### src/rtl/slot_defs_pkg.sv
`default_nettype none
// ============================================================================
//  Package     : slot_defs
//  Description : Shared definitions for the slot stream unpacker: FSM state
//                encodings and default slot geometry.
//  Revision    : 1.0 - initial release
// ============================================================================
package slot_defs;

    // Stream controller state encodings
    localparam logic [1:0] c_ST_IDLE   = 2'd0;
    localparam logic [1:0] c_ST_STREAM = 2'd1;
    localparam logic [1:0] c_ST_DONE   = 2'd2;

    // Default geometry: ten 20-bit numbers
    localparam int c_DEF_SLOT_W    = 20;
    localparam int c_DEF_NUM_SLOTS = 10;

endpackage
`default_nettype wire

### src/rtl/slot_idx_counter.sv
`default_nettype none
// ============================================================================
//  Module      : slot_idx_counter
//  Description : Slot index counter that walks 0..NUM_SLOTS-1 forward or
//                NUM_SLOTS-1..0 in reverse, wrapping at either end. Wrap is
//                by explicit compare, so NUM_SLOTS need not be a power of 2.
//  Ports       : clk     - clock (rising edge)
//                resetn  - synchronous active-low reset, index -> 0
//                init    - load first index of a pass (0 fwd, NUM_SLOTS-1 rev)
//                step    - advance one slot in the direction given by rev
//                rev     - direction: 1 = descending
//                index   - current slot index
//                is_last - index is the final slot of a pass for direction rev
//  Revision    : 1.0 - initial release
// ============================================================================
module slot_idx_counter #(
    parameter int IDX_W     = 4,
    parameter int NUM_SLOTS = 10
) (
    input  logic             clk,
    input  logic             resetn,
    input  logic             init,
    input  logic             step,
    input  logic             rev,
    output logic [IDX_W-1:0] index,
    output logic             is_last
);

    localparam logic [IDX_W-1:0] c_LAST = IDX_W'(NUM_SLOTS - 1);

    logic [IDX_W-1:0] r_index;

    always_ff @(posedge clk) begin
        if (!resetn) begin
            r_index <= '0;
        end else if (init) begin
            r_index <= rev ? c_LAST : '0;
        end else if (step) begin
            if (rev) begin
                r_index <= (r_index == '0) ? c_LAST : r_index - 1'b1;
            end else begin
                r_index <= (r_index == c_LAST) ? '0 : r_index + 1'b1;
            end
        end
    end

    assign index   = r_index;
    assign is_last = rev ? (r_index == '0) : (r_index == c_LAST);

endmodule
`default_nettype wire

### src/rtl/slot_stream_unpacker.sv
`default_nettype none
// ============================================================================
//  Module      : slot_stream_unpacker
//  Description : Captures a packed bus of NUM_SLOTS x SLOT_W numbers, exposes
//                them in parallel and streams them one per valid/ready
//                handshake, forward or reverse, single pass or looping.
//  Ports       : clock/resetn        - clock, synchronous active-low reset
//                load/load_data      - capture packed bus (ignored while busy)
//                start               - begin a stream (IDLE only)
//                mode_rev/mode_loop  - direction / looping, sampled on start
//                abort               - end the stream, back to IDLE
//                slots_q             - registered parallel copy of the bus
//                out_valid/out_ready - stream handshake
//                out_data/out_index  - current slot value and index
//                out_last            - current slot ends this pass
//                busy                - streaming in progress
//                done                - one-cycle pulse after a single pass
//  Revision    : 1.0 - initial release
// ============================================================================
module slot_stream_unpacker
    import slot_defs::*;
#(
    parameter  int SLOT_W    = c_DEF_SLOT_W,
    parameter  int NUM_SLOTS = c_DEF_NUM_SLOTS,
    localparam int IDX_W     = $clog2(NUM_SLOTS)
) (
    input  logic                        clock,
    input  logic                        resetn,
    input  logic                        load,
    input  logic [NUM_SLOTS*SLOT_W-1:0] load_data,
    input  logic                        start,
    input  logic                        mode_rev,
    input  logic                        mode_loop,
    input  logic                        abort,
    output logic [NUM_SLOTS*SLOT_W-1:0] slots_q,
    output logic                        out_valid,
    input  logic                        out_ready,
    output logic [SLOT_W-1:0]           out_data,
    output logic [IDX_W-1:0]            out_index,
    output logic                        out_last,
    output logic                        busy,
    output logic                        done
);

    localparam int c_VIEW_N = 2 ** IDX_W;

    logic [1:0]                  r_state;
    logic                        r_rev;
    logic                        r_loop;
    logic [NUM_SLOTS*SLOT_W-1:0] r_slots;

    logic                        w_streaming;
    logic                        w_start_acc;
    logic                        w_hs;
    logic                        w_cnt_rev;
    logic [IDX_W-1:0]            w_index;
    logic                        w_is_last;
    logic [SLOT_W-1:0]           w_view [c_VIEW_N];

    assign w_streaming = (r_state == c_ST_STREAM);
    assign w_start_acc = (r_state == c_ST_IDLE) && start;
    assign w_hs        = w_streaming && out_ready;

    // On the start cycle the mode inputs are not yet registered, so the
    // counter must see mode_rev directly to pick the correct first index.
    assign w_cnt_rev = (r_state == c_ST_IDLE) ? mode_rev : r_rev;

    slot_idx_counter #(
        .IDX_W     (IDX_W),
        .NUM_SLOTS (NUM_SLOTS)
    ) u_idx (
        .clk     (clock),
        .resetn  (resetn),
        .init    (w_start_acc),
        .step    (w_hs && !abort),
        .rev     (w_cnt_rev),
        .index   (w_index),
        .is_last (w_is_last)
    );

    always_ff @(posedge clock) begin
        if (!resetn) begin
            r_state <= c_ST_IDLE;
            r_rev   <= 1'b0;
            r_loop  <= 1'b0;
            r_slots <= '0;
        end else begin
            if (load && !w_streaming) begin
                r_slots <= load_data;
            end
            case (r_state)
                c_ST_IDLE: begin
                    if (start) begin
                        r_state <= c_ST_STREAM;
                        r_rev   <= mode_rev;
                        r_loop  <= mode_loop;
                    end
                end
                c_ST_STREAM: begin
                    if (abort) begin
                        r_state <= c_ST_IDLE;
                    end else if (w_hs && w_is_last && !r_loop) begin
                        r_state <= c_ST_DONE;
                    end
                end
                c_ST_DONE: r_state <= c_ST_IDLE;
                default:   r_state <= c_ST_IDLE;
            endcase
        end
    end

    // Index view padded to a power of two so the mux never reads out of range.
    generate
        for (genvar j = 0; j < c_VIEW_N; j++) begin : g_view
            if (j < NUM_SLOTS) begin : g_used
                assign w_view[j] = r_slots[j*SLOT_W +: SLOT_W];
            end else begin : g_pad
                assign w_view[j] = '0;
            end
        end
    endgenerate

    assign slots_q   = r_slots;
    assign out_valid = w_streaming;
    assign out_index = w_index;
    assign out_data  = w_view[w_index];
    // Counter's is_last is meaningful only while streaming.
    assign out_last  = w_streaming && w_is_last;
    assign busy      = w_streaming;
    assign done      = (r_state == c_ST_DONE);

endmodule
`default_nettype wire
### config.mk
export PLATFORM = sky130hd
export DESIGN_NAME = slot_stream_unpacker
export DESIGN_NICKNAME = d
export VERILOG_FILES = /design/src/rtl/slot_defs_pkg.sv /design/src/rtl/slot_idx_counter.sv /design/src/rtl/slot_stream_unpacker.sv
export SDC_FILE = /design/constraint.sdc
export NUM_CORES = 1
export LEC_CHECK = 0
export BUFFER_PORTS_ARGS = -buffer_cell sky130_fd_sc_hd__buf_2
export CAP_MARGIN = 20
export CELL_PAD_IN_SITES_DETAIL_PLACEMENT = 0
export CELL_PAD_IN_SITES_GLOBAL_PLACEMENT = 1
export CORE_MARGIN = 8
export CORE_UTILIZATION = 29
export DETAILED_ROUTE_END_ITERATION = 8
export MAX_ROUTING_LAYER = met4
export PLACE_DENSITY_LB_ADDON = 0.05
export RECOVER_POWER = 25
export SETUP_SLACK_MARGIN = 0.3
export SYNTH_ARGS = -nofsm -noshare
export SYNTH_HDL_FRONTEND = slang
export SYNTH_SLANG_ARGS = --single-unit
### constraint.sdc
create_clock -name clock -period 2 [get_ports clock]
set_input_delay 0.4 -clock clock [delete_from_list [all_inputs] [get_ports clock]]
set_output_delay 0.4 -clock clock [all_outputs]
set_load 0.02 [all_outputs]
==> metrics.txt, run 1 <==
outcome=complete, but fails checks; failing checks=setup timing; vias in the first global route=9653; Slew @ Worst Pin=0.908 ns; Hold Path Class=in -> reg; CTS Buf Count=27; r2r startpoint=r_state[1]; Fillers=~3200; Leakage=6.00 nW; endpoints failing setup=57; Yosys Warn Count=0; DR iter-0 viols=roughly 560; CP endpoint=out_data[18]; crit share post-route=130%; core area=0.0306 mm^2; RSZ-0062 raised after global routing=true; Place WS=-0.0788 ns; flop2flop setup slack=-0.09 ns; Starting Density=29.4%; Worst slew margin=39.5%; worst reg2reg path endpoint=slots_q[16]; number of vias per cell=4.85; Post-Syn Area per Cell=8.42 um^2; async set or reset register ratio after synthesis=0%; Die Footprint=between 0.03 and 0.04 mm^2; Reg area=0.00418 mm^2; FP Rows=64; Final Hold Violating Endpoints=0; # IOs=~440; crit path max fanout=9; Post-Syn Instances=between 1000 and 1500; Setup crit start kind=flip-flop; Finished Layout Cells=1935; reg2reg path depth=6; CTS sink count=208; initial antenna violation count=6; ys flop type=dfxtp_1; sequential element share of the synthesized area=between 40% and 50%; DR WL/cell=23.1 um; WL final=roughly 45000 um; drt first pass iters=5; H-tree depth=1; top cells by area, synth=dfxtp_1 (46%), nand2_1 (17%), a21oi_1 (11%), mux4_2 (10%), mux2i_1 (4.7%); TritonCTS clock tree=built; critical path required time=1.60 ns; synthesized cell area=0.00899 mm^2; largest area contributor in the netlist=dfxtp_1; crit path capture type=output port; fin. max-slew vios=0; Hold Buf Count CTS=0; first-pass GRT wire length=63500 um; Area after DPL=0.0120 mm^2; Worst-path clk slew=0.06 ns; Port Buf Inserts=435; Placed Cells incl. Taps=~1900; Area Growth Syn to Fin=47.6%; total nets after synthesis=1278; worst vdd ir=around 0.55 mV; clock tree buffer depth=3; final net count=1725; area taken by multi-input logic gates=0.00460 mm^2; WS Path Type=reg -> out; total power draw=12.3 mW; #FFs+latches synth=208; drt drc=0; Die Y=192 um; via count=9394; Synth top area share=46.3%; fin area=0.0133 mm^2; layout cells sized above 1=39.5%; Setup Skew=0.0183 ns; Die Span X=192 um; clk root buf=clkbuf_16; pin count of the biggest net entering global routing=83; Post-synth EDFFs=0; arrival time at the worst endpoint=between 2 and 2.5 ns; Unique masters post-synth=40; max cap viols=0; Final HPWL DP=34900 um; clk_lat worst skew=around 0.54 ns; GR Overflow Total=0; GP Congestion=0.848; final worst slack=-0.591 ns; FMAX=386 MHz; Setup crit start=u_idx.index[0]; DRT antenna net count=0; Tot GR Track Use=23.6%; P per Cell Area=925 mW/mm^2; fin crit period=2.59 ns
==> cells in the mapped netlist, drive strengths merged (3+ instances only) <==
cell,number
nand2,406
dfxtp,208
a21oi,204
buf,55
mux2i,42
mux4,40
clkbuf,33
o22ai,20
nand3,8
nor2,7
inv,4
nor4b,4
ha,3
nand2b,3
o21ai,3
==> report_power, final <==
part           switching, mW  internal, mW
Sequential             0.316          4.41
Clock                   1.87          3.24
Combinational           1.42          1.00
Total                   3.61          8.66
==> worst min path at each step <==
stage / from / end / slack [ns] / cells past startpoint
after floorplan: r_loop / r_loop / 0.48 / 2
after global placement: slots_q[60] / slots_q[60] / 0.46 / 2
after detailed placement: slots_q[145] / slots_q[145] / 0.46 / 2
after CTS: load_data[161] / slots_q[161] / 0.07 / 3
after global routing: load_data[56] / slots_q[56] / 0.08 / 3
final: load_data[119] / slots_q[119] / 0.09 / 3
==> repair_timing <==
| action | 4_1_cts | 5_1_grt |
|---|---|---|
| endpoints found under the hold margin | 0 | 0 |
| buffers inserted | 9 | 12 |
| resized for setup | 53 | 21 |
| cloned | 0 | 1 |
| pin swaps | 2 | 7 |
| endpoints found under the setup margin | 106 | 31 |
==> routing by layer <==
layer,track usage [%],wire (um)
met4,6.55,1180
met3,5.01,2760
met1,26.2,17100
met2,42.4,23600
met5,-,0
==> metrics by stage <==
stage	utilization, %	setup TNS [ns]	hold WS (ns)
5_1_grt	43.4	-28.29	0.0789
3_3_place_gp	39.3	-0.265	0.459
6_report	43.4	-11.93	0.0941
2_1_floorplan	-	0	0.475
4_1_cts	43.1	-12.05	0.0741
3_5_place_dp	39.3	-0.578	0.459
==> critical path, cell delays in order (launching register included) <==
cell and delay, ns:
dfxtp_4 0.40, buf_12 0.15, buf_12 0.12, mux4_2 0.50, mux2i_2 0.22, o22ai_2 0.10, buf_6 0.15
==> flip-flops by register name, summed over array words and instances (netlist names) <==
name         count
slots_q        200
r_rev            1
u_idx.index      4
r_loop           1
r_state          2
==> placed cells by master (no fill, tap or decap), drive strengths merged, types with 3 or more instances in the layout <==
master	Yosys	layout
nor4b	4	4
inv	4	5
mux2i	42	42
diode	0	6
nor2	7	7
nand2b	3	3
a21oi	204	204
buf	55	469
mux4	40	40
ha	3	3
o21ai	3	3
nand3	8	8
clkinv	1	3
clkbuf	33	78
dfxtp	208	208
nand2	406	406
bufinv	0	4
o22ai	20	20
==> cell type report <==
type	count	area share, %
Clock buffer	41	6.02
Inverter	5	0.217
Antenna cell	6	0.113
Sequential cell	208	31.5
Multi-Input combinational cell	766	34.6
Timing Repair Buffer	506	22.7
Tap cell	396	3.73
Clock inverter	7	1.05
==> cell families (layout without fill, tap and decap cells) <==
family	Yosys count	after routing	share of synthesized area [%]
AND/OR/NAND/NOR	442	442	19.5
AO/OA/AOI/OAI	239	239	14.0
flip-flops	208	208	46.3
buffers and inverters	93	559	4.97
multiplexers	82	82	14.7
adder cells (fa/ha/maj)	3	3	0.418
other	0	6	0
No activity file was read; power rests on OpenSTA's default activity.
==> run 2: changes to the inputs <==
Settings changed: SKIP_CTS_REPAIR_TIMING set to 1.
==> run 2 against run 1 <==
Effect of this change: clock skew grew 0.0029 ns; power shrank 0.16%; combinational power barely moved; global-route usage shrank 0.10 points; fmax shrank 0.13%; sequential share of layout area rose by 0.15 points; design area down 0.46%; non-clock buffer count decreased by 3; core utilization decreased by 0.20 points; final cell count is 0.16% lower; the flow still finishes with violations (setup timing); critical path type unchanged; critical path depth did not move.
==> metrics.txt, run 2 (synthesis gave the netlist of run 1 again) <==
Pint=8.64 mW (was 8.66 mW); Hold Startpoint=load_data[119] (unchanged); Die Y=192 um (unchanged); hold path depth=3 (unchanged); FP Rows=64 (unchanged); CTS sink count=208 (unchanged); clk_lat worst skew=0.54 ns (about the same); arrival time at the worst endpoint=2.19 ns (about the same); RSZ-0062 raised after global routing=true (unchanged); P_sw=3.61 mW (about the same); GR Overflow Total=0 (unchanged); reg2reg path depth=6 (unchanged); DR WL/cell=23.1 um (about the same); layout cells sized above 1=39.5% (about the same); drt first pass iters=5 (unchanged); Worst-path clk slew=0.06 ns (about the same); Setup crit start kind=flip-flop (unchanged); endpoints failing setup=31 (was 57); GP Congestion=0.848 (unchanged); DR iter-0 viols=569 (was 556); Setup crit start=u_idx.index[0] (unchanged); r2r startpoint=r_state[1] (unchanged); fin area=0.0132 mm^2 (was 0.0133 mm^2); combinational share of power=19.6% (was 19.8%); first-pass GRT wire length=63300 um (was 63500 um); fin. max-slew vios=0 (unchanged); vias in the first global route=9603 (was 9653); WL final=44600 um (about the same); H-tree depth=1 (unchanged); commonest non-fill, non-tap cell in the layout=nand2_1 (unchanged); WS Path Type=reg -> out (unchanged); final net count=1722 (was 1725); worst reg2reg path endpoint=slots_q[16] (unchanged); number of vias per cell=4.85 (about the same); max cap viols=0 (unchanged); Met2 Routed Length=23700 um (was 23600 um); CTS Buf Count=27 (unchanged); P per Cell Area=927 mW/mm^2 (was 925 mW/mm^2); fin crit period=2.59 ns (about the same); clk root buf=clkbuf_16 (unchanged); Worst slew margin=39.3% (was 39.5%); Area Growth Syn to Fin=47.0% (was 47.6%); post-layout util=43.2% (was 43.4%); Final Hold Violating Endpoints=0 (unchanged); drt drc=0 (unchanged); core area=0.0306 mm^2 (unchanged); clock share of power=41.8% (was 41.7%); Leakage=5.99 nW (was 6.00 nW); flop2flop setup slack=-0.06 ns (was -0.09 ns); Port Buf Inserts=435 (unchanged); # IOs=436 (unchanged); Place WS=-0.0788 ns (unchanged); part of the power in registers=38.6% (about the same); DRT antenna net count=0 (unchanged); Die Span X=192 um (unchanged); Worst Hold End=slots_q[119] (unchanged); WL met3=2890 um (was 2760 um); Net Sw Frac=29.5% (was 29.4%); Hold Path Class=in -> reg (unchanged); Setup Skew=0.0213 ns (was 0.0183 ns); outcome=complete, but fails checks (unchanged); crit path capture type=output port (unchanged); critical path required time=1.60 ns (about the same); max reg flops=200 (unchanged); failing checks=setup timing (unchanged); TritonCTS clock tree=built (unchanged); crit share post-route=130% (about the same); Starting Density=29.4% (unchanged); Area after DPL=0.0120 mm^2 (unchanged); Slew @ Worst Pin=0.910 ns (was 0.908 ns); Die Footprint=0.0369 mm^2 (unchanged); FMAX=385 MHz (was 386 MHz); max layer used=met4 (unchanged); via count=9366 (was 9394); WL met1=16900 um (was 17100 um); initial antenna violation count=6 (unchanged); final setup TNS=-11.37 ns (was -11.93 ns); clock tree buffer depth=3 (unchanged); most frequent cells in the layout=nand2_1 (405), buf_2 (391), a21oi_1 (203), dfxtp_1 (203), buf_4 (44) (was nand2_1 (405), buf_2 (381), a21oi_1 (203), dfxtp_1 (203), buf_4 (48)); crit path max fanout=9 (unchanged); Final HPWL DP=34900 um (unchanged); Tot GR Track Use=23.5% (was 23.6%); pin count of the biggest net entering global routing=83 (unchanged); final worst slack=-0.594 ns (was -0.591 ns); worst vdd ir=0.533 mV (was 0.546 mV)
-- run 2: worst max path at each step --
stage	slack, ns	to	cells after the start
2_1_floorplan	0.13	out_data[11]	5
6_report	-0.59	out_data[14]	6
5_1_grt	-0.66	out_data[14]	6
3_5_place_dp	-0.08	out_data[18]	6
4_1_cts	-0.66	out_data[18]	6
3_3_place_gp	-0.07	out_data[18]	6
-- run 2: final cells by class --
type | instances | area, um^2
timing repair buffer | 503 | 2960
multi-input combinational | 766 | 4590
inverter | 5 | 28.8
clock buffer | 41 | 798
clock inverter | 7 | 139
fill | 3244 | 17400
tap | 396 | 495
sequential | 208 | 4180
antenna | 6 | 15.0
-- run 2: power groups by stage --
stage,registers (mW),logic [mW],clock network [mW]
after floorplan,4.98,1.08,0
after global placement,4.84,2.31,0
after detailed placement,4.83,2.32,0
after CTS,4.74,2.33,5.24
after global routing,4.76,2.59,5.43
final,4.73,2.40,5.12
-- run 2: per-stage QoR --
step | cells | power (mW) | hold slack, ns
after floorplan | 1067 | 6.06 | 0.475
after global placement | 1859 | 7.15 | 0.459
after detailed placement | 1859 | 7.15 | 0.459
after CTS | 1907 | 12.3 | 0.0741
after global routing | 1932 | 12.8 | 0.0789
final | 1932 | 12.2 | 0.0919
-- run 2: metal layers --
metal  up-vias  global-route usage [%]
li1       4525                       -
met1      4463                    26.1
met2       327                    42.0
met3        51                    5.05
met4         0                    6.79
met5         -                       -
-- run 2: critical path, cell delays in order, from the launching register on --
cell and delay (ns):
dfxtp_4 0.40, buf_12 0.15, buf_4 0.13, mux4_2 0.51
mux2i_2 0.20, o22ai_2 0.09, buf_2 0.19
